[src/rtl/imm_gen_pipe_if.sv]
// imm_gen_pipe_if: handshake bundle for the registered immediate generator.
// Carries the upstream (instruction/format/tag) channel and the downstream
// (immediate/tag/illegal) channel. The slave modport is the generator's view;
// the master modport is the view of whatever drives it and consumes results.
interface imm_gen_pipe_if #(
    parameter int XLEN  = 32,
    parameter int TAG_W = 32
);

    // Upstream channel
    logic              in_valid;
    logic              in_ready;
    logic [31:0]       instr;
    logic [2:0]        immsrc;
    logic [TAG_W-1:0]  in_tag;

    // Downstream channel
    logic              out_valid;
    logic              out_ready;
    logic [XLEN-1:0]   immext;
    logic [TAG_W-1:0]  out_tag;
    logic              out_illegal;

    modport slave (
        input  in_valid,
        output in_ready,
        input  instr,
        input  immsrc,
        input  in_tag,
        output out_valid,
        input  out_ready,
        output immext,
        output out_tag,
        output out_illegal
    );

    modport master (
        output in_valid,
        input  in_ready,
        output instr,
        output immsrc,
        output in_tag,
        input  out_valid,
        output out_ready,
        input  immext,
        input  out_tag,
        input  out_illegal
    );

endinterface

[src/rtl/imm_gen_pipe.sv]
// imm_gen_pipe: registered, XLEN-generic immediate generator with a 1-entry
// skid buffer between decode and execute.
//
// The immediate is formed when an item is accepted, so the output register
// and the skid register both hold finished results (immediate, tag, illegal
// flag). in_ready depends only on the skid valid bit, which keeps out_ready
// off any combinational path back to the upstream stage.
//
// Optional feature macro: IMM_ZICSR_EN
//   defined     : immsrc 101 yields the CSR zimm, zero-extended instr[19:15]
//   not defined : immsrc 101 is reported as an illegal format
module imm_gen_pipe #(
    parameter int XLEN  = 32,
    parameter int TAG_W = 32
) (
    input  logic          clk,
    input  logic          reset,
    input  logic          flush,
    imm_gen_pipe_if.slave bus
);

    // Format select encodings
    localparam logic [2:0] FMT_I     = 3'b000;
    localparam logic [2:0] FMT_S     = 3'b001;
    localparam logic [2:0] FMT_B     = 3'b010;
    localparam logic [2:0] FMT_U     = 3'b011;
    localparam logic [2:0] FMT_J     = 3'b100;
    localparam logic [2:0] FMT_ZIMM  = 3'b101;
    localparam logic [2:0] FMT_SHAMT = 3'b110;

    // One buffered result: everything the downstream stage sees for an item
    typedef struct packed {
        logic [XLEN-1:0]  imm;
        logic [TAG_W-1:0] tag;
        logic             ill;
    } item_t;

    // Build the 32-bit signed form first; every format fits in 32 bits, and
    // the final signed size cast replicates bit 31 up to XLEN. Zero-extended
    // formats keep bit 31 clear so the same cast extends them with zeros.
    function automatic item_t build_item(
        input logic [31:0]      ins,
        input logic [2:0]       src,
        input logic [TAG_W-1:0] tag
    );
        item_t             it;
        logic signed [31:0] s32;
        logic               ill;
        ill = 1'b0;
        case (src)
            FMT_I:     s32 = {{20{ins[31]}}, ins[31:20]};
            FMT_S:     s32 = {{20{ins[31]}}, ins[31:25], ins[11:7]};
            FMT_B:     s32 = {{19{ins[31]}}, ins[31], ins[7], ins[30:25],
                              ins[11:8], 1'b0};
            FMT_U:     s32 = {ins[31:12], 12'b0};
            FMT_J:     s32 = {{11{ins[31]}}, ins[31], ins[19:12], ins[20],
                              ins[30:21], 1'b0};
            FMT_SHAMT: begin
                if (XLEN == 64) begin
                    s32 = {26'b0, ins[25:20]};
                end else begin
                    s32 = {27'b0, ins[24:20]};
                end
            end
`ifdef IMM_ZICSR_EN
            FMT_ZIMM:  s32 = {27'b0, ins[19:15]};
`endif
            default: begin
                s32 = '0;
                ill = 1'b1;
            end
        endcase
        it.imm = XLEN'(s32);
        it.tag = tag;
        it.ill = ill;
        return it;
    endfunction

    item_t or_q, or_d;
    item_t sk_q, sk_d;
    logic  out_vld_q, out_vld_d;
    logic  sk_vld_q, sk_vld_d;

    item_t new_item;
    logic  accept;
    logic  drain;

    // Form the candidate result and the two handshake events for this cycle
    always_comb begin
        new_item = build_item(bus.instr, bus.immsrc, bus.in_tag);
        accept   = bus.in_valid & ~sk_vld_q;
        drain    = out_vld_q & bus.out_ready;
    end

    // Next-state of output and skid registers; flush beats drain and accept,
    // and the skid always refills the output first so order is preserved
    always_comb begin
        or_d      = or_q;
        sk_d      = sk_q;
        out_vld_d = out_vld_q;
        sk_vld_d  = sk_vld_q;
        if (flush) begin
            out_vld_d = 1'b0;
            sk_vld_d  = 1'b0;
        end else if (drain && sk_vld_q) begin
            or_d      = sk_q;
            out_vld_d = 1'b1;
            if (accept) begin
                sk_d = new_item;
            end else begin
                sk_vld_d = 1'b0;
            end
        end else if (!out_vld_q || drain) begin
            if (accept) begin
                or_d      = new_item;
                out_vld_d = 1'b1;
            end else begin
                out_vld_d = 1'b0;
            end
        end else if (accept) begin
            sk_d     = new_item;
            sk_vld_d = 1'b1;
        end
    end

    // Register update; reset also clears the result so outputs read as zero
    always_ff @(posedge clk or posedge reset) begin
        if (reset) begin
            or_q      <= '0;
            sk_q      <= '0;
            out_vld_q <= 1'b0;
            sk_vld_q  <= 1'b0;
        end else begin
            or_q      <= or_d;
            sk_q      <= sk_d;
            out_vld_q <= out_vld_d;
            sk_vld_q  <= sk_vld_d;
        end
    end

    assign bus.in_ready    = ~sk_vld_q;
    assign bus.out_valid   = out_vld_q;
    assign bus.immext      = or_q.imm;
    assign bus.out_tag     = or_q.tag;
    assign bus.out_illegal = or_q.ill;

endmodule

[src/flat_wrapper.sv]
// flat-port wrapper written by rule: the top's interface ports become plain ports
module imm_gen_pipe_flat 
#(
    parameter int XLEN  = 32,
    parameter int TAG_W = 32
)
  (clk, reset, flush, bus_in_valid, bus_in_ready, bus_instr, bus_immsrc, bus_in_tag, bus_out_valid, bus_out_ready, bus_immext, bus_out_tag, bus_out_illegal);
  imm_gen_pipe_if #(.XLEN(XLEN), .TAG_W(TAG_W)) bus_i ();
  input  logic clk;
  input  logic reset;
  input  logic flush;
  input wire logic [$bits(bus_i.in_valid)-1:0] bus_in_valid;
  output wire logic [$bits(bus_i.in_ready)-1:0] bus_in_ready;
  input wire logic [$bits(bus_i.instr)-1:0] bus_instr;
  input wire logic [$bits(bus_i.immsrc)-1:0] bus_immsrc;
  input wire logic [$bits(bus_i.in_tag)-1:0] bus_in_tag;
  output wire logic [$bits(bus_i.out_valid)-1:0] bus_out_valid;
  input wire logic [$bits(bus_i.out_ready)-1:0] bus_out_ready;
  output wire logic [$bits(bus_i.immext)-1:0] bus_immext;
  output wire logic [$bits(bus_i.out_tag)-1:0] bus_out_tag;
  output wire logic [$bits(bus_i.out_illegal)-1:0] bus_out_illegal;
  assign bus_i.in_valid = bus_in_valid;
  assign bus_in_ready = bus_i.in_ready;
  assign bus_i.instr = bus_instr;
  assign bus_i.immsrc = bus_immsrc;
  assign bus_i.in_tag = bus_in_tag;
  assign bus_out_valid = bus_i.out_valid;
  assign bus_i.out_ready = bus_out_ready;
  assign bus_immext = bus_i.immext;
  assign bus_out_tag = bus_i.out_tag;
  assign bus_out_illegal = bus_i.out_illegal;
  imm_gen_pipe #(.XLEN(XLEN), .TAG_W(TAG_W)) u_core (.clk(clk), .reset(reset), .flush(flush), .bus(bus_i));
endmodule
[config.mk]
export PLATFORM = sky130hd
export DESIGN_NAME = imm_gen_pipe_flat
export DESIGN_NICKNAME = d
export VERILOG_FILES = /design/src/rtl/imm_gen_pipe_if.sv /design/src/rtl/imm_gen_pipe.sv /design/src/flat_wrapper.sv
export SDC_FILE = /design/constraint.sdc
export NUM_CORES = 1
export LEC_CHECK = 0
export BUFFER_PORTS_ARGS = -buffer_cell sky130_fd_sc_hd__buf_2
export CAP_MARGIN = 20
export CELL_PAD_IN_SITES_DETAIL_PLACEMENT = 1
export CELL_PAD_IN_SITES_GLOBAL_PLACEMENT = 1
export CORE_MARGIN = 1.5
export CORE_UTILIZATION = 41
export CTS_CLUSTER_SIZE = 10
export DETAILED_ROUTE_END_ITERATION = 6
export PLACE_DENSITY = 0.78
export SYNTH_ARGS = -nofsm -noshare
export SYNTH_HDL_FRONTEND = slang
export SYNTH_SLANG_ARGS = --single-unit
export TNS_END_PERCENT = 1
[constraint.sdc]
create_clock -name clk -period 4.6 [get_ports clk]
set_input_delay 0.23 -clock clk [delete_from_list [all_inputs] [get_ports clk]]
set_output_delay 0.23 -clock clk [all_outputs]
set_load 0.01 [all_outputs]
==> summary.md <==
| Metric | Value |
|---|---|
| Worst EP required | `4930 ps` |
| Synth cell types | `44` |
| # IOs | `139` |
| Global routing usage on met3 | `0.0479` |
| Gpl congestion | `0.792` |
| Period utilization | `0.538` |
| DRC | `0` |
| Layout cells sized above 1 | `0.300` |
| Crit path DAT | `2800 ps` |
| Min Hold Slack | `-42.8 ps` |
| Clk_skew | `6.13 ps` |
| Total vias in the final route | `5145` |
| Max VDD drop | `0.271 mV` |
| Least-Margin Pin Slew | `948 ps` |
| Dpl hpwl | `11100 um` |
| Final total power | `0.00343 W` |
| Fmax | `404 MHz` |
| Post-route ant nets | `0` |
| Post-CTS Setup Inserts | `0` |
| Worst hold path class | `input pin to asynchronous set/reset pin` |
| # rows | `44` |
| CORE AREA | `14500 um^2` |
| RSZ-0062 raised after global routing | `false` |
| Share of the synthesized area in the top cell type | `0.541` |
| Clock Root Buffer | `clkbuf_16` |
| Clock Latency Late Sink | `420 ps` |
| Deepest clock path buffer count | `2` |
| Starting density of the core | `0.420` |
| Gr ovfl total | `0` |
| Port Buf Inserts | `131` |
| Failing checks | `hold timing` |
| Rel. slew slack | `0.363` |
| H-tree levels | `4` |
| CTS tree | `built` |
| Dominant cell type by area after synthesis | `dfrtp_1` |
| Pin count of the biggest net entering global routing | `94` |
| Layout area overhead | `20.7%` |
| Final net count | `798` |
| Syn nets | `692` |
| Crit. End Element | `register` |
| Final Max Tran Viols | `0` |
| GR Util met1 | `0.301` |
| Post-synthesis register bit count | `132` |
| Async SR Flop Fraction | `1.00` |
| Grt peak-use layer | `met2` |
| Most used DFF post-synth | `dfrtp_1` |
| Hold Violations, Final | `33` |
| Syn avg cell area | `9.85 um^2` |
| Ys Warns | `0` |
| Post-Synthesis Cells | `620` |
| Clock sink count | `132` |
| CTS buffer count | `17` |
| Sequential area share after synthesis | `0.541` |
| Met2 usage | `0.365` |
| Die width | `125 um` |
| Number of global-route vias before repair | `5431` |
| Post-Syn Area | `6110 um^2` |
| Leakage | `3.39 nW` |
| # fillers | `1660` |
| Die Ht | `125 um` |
| Initial antenna violation count | `1` |
| Fin util | `0.507` |
| First-pass GRT wire length | `28300 um` |
| Post-synth EDFFs | `0` |
| Wire length per cell | `18.5 um` |
| Crit start category | `register` |
| Main area contributors after synthesis | `dfrtp_1 54%, nand2_1 7.4%, mux2_2 5.9%, o21ai_0 3.9%, a31oi_1 3.6%` |
| Die area | `15600 um^2` |
| DRT Pass-1 Iters | `4` |
| DR vias/cell | `5.59` |
| Critical setup path kind | `register to register` |
| Maximum Capacitance Violations | `0` |
| Drt total wl | `17100 um` |
| Worst Path Max Fanout | `55` |
| # resized after CTS | `0` |
| Setup Viol. Count Final | `0` |
| DR iter-0 viols | `354` |
| Clock period minus worst slack | `2470 ps` |
| Clk pin slew, worst setup/hold paths | `50 ps` |
| Setup TNS | `0 ps` |
| PD cells | `465 nW/um^2` |
| GRT Total Usage | `0.225` |
| CTS Hold Bufs | `0` |
| Status | `complete, but fails checks` |
==> flip-flops by register name, indices dropped and copies added, names as in the netlist <==
name                    cells
u_core.sk_q                65
u_core.bus.immext          32
u_core.bus.out_valid        1
u_core.bus.out_tag         32
u_core.sk_vld_q             1
u_core.bus.out_illegal      1
==> where the power goes <==
part / switching (W) / internal, W / leakage (nW)
Clock: 0.000480 / 0.000771 / 0.268
Combinational: 0.000348 / 0.000281 / 1.50
Sequential: 0.000138 / 0.00141 / 1.62
==> final cells by class <==
class,count,area [um^2],share of cell area
flip-flops and latches,132,3300,0.448
multi-input cells,432,2570,0.348
repair buffers,139,716,0.0971
clock buffers,23,478,0.0648
well taps,184,230,0.0312
clock inverters,6,55.1,0.00747
inverters,4,20.0,0.00272
diodes,1,2.50,0.000340
==> synthesized netlist by cell type (2+ instances only) <==
cell type	number
nor2b_1	10
nand2b_1	10
buf_1	3
a31oi_1	35
o21ai_0	47
mux2_2	32
o211ai_1	11
nand3b_1	6
nand3_1	15
a21oi_2	5
nand2_1	120
nor3_1	4
buf_2	17
inv_1	4
buf_6	3
a21boi_0	10
nor2_1	46
a21oi_1	33
a22o_1	7
a311oi_1	9
and3_1	2
clkbuf_1	28
o41ai_2	9
and2_0	3
dfrtp_1	132
==> stage by stage <==
stage / instances / area (um^2) / setup slack [ps]
final: 921 / 7370 / 2130
after global routing: 920 / 7370 / 1850
after CTS: 920 / 7370 / 2110
after detailed placement: 891 / 6840 / 2130
after global placement: 891 / 6840 / 2220
after floorplan: 620 / 6110 / 844
==> worst max-delay path, cell delays in order, from the launching register on <==
cell and delay, ps:
dfrtp_1 500, nor2b_4 260, nor4_4 720, buf_4 610, nor2_1 90, a31oi_1 180
==> cell families after synthesis <==
group,Yosys count,synth area share
flip-flops,132,0.541
adder cells (fa/ha/maj),1,0.00184
AO/OA/AOI/OAI,175,0.193
multiplexers,33,0.0606
AND/OR/NAND/NOR,223,0.162
buffers and inverters,56,0.0422
==> per-layer routing <==
layer | routed length, um | share of wire
met1 | 7830 | 0.46
met2 | 8270 | 0.48
met5 | 0 | 0
met3 | 703 | 0.041
met4 | 278 | 0.016
==> worst paths after layout <==
kind	from	to	slack (ps)	cells after the start
max	u_core.bus.out_valid$_DFFE_PP0P_	u_core.bus.out_tag[0]$_DFFE_PP0P_	2130	5
min	reset	u_core.bus.immext[15]$_DFFE_PP0P_	-40	2
max reg2reg	u_core.bus.out_valid$_DFFE_PP0P_	u_core.bus.out_tag[0]$_DFFE_PP0P_	2130	5
min reg2reg	u_core.sk_q[35]$_DFFE_PP0P_	u_core.sk_q[35]$_DFFE_PP0P_	480	1
max in group asynchronous	reset	u_core.bus.out_tag[21]$_DFFE_PP0P_	3580	3
min in group clk	bus_in_tag[31]	u_core.sk_q[32]$_DFFE_PP0P_	60	2
==> cells in the final DEF (no fill, tap or decap), types with 4 or more instances in the layout <==
cell       count
a21boi_0      10
a21oi_1       33
a21oi_2        5
a22o_1         7
a311oi_1       9
a31oi_1       35
buf_2        131
buf_4          8
clkbuf_16     17
clkinv_2       5
dfrtp_1      132
mux2_2        32
nand2_1      120
nand2b_1      10
nand3_1       13
nand3b_1       6
nor2_1        46
nor2b_1       10
nor3_1         4
o211ai_1      11
o21ai_0       47
o41ai_2        9
(Power assumes the default switching activity.)
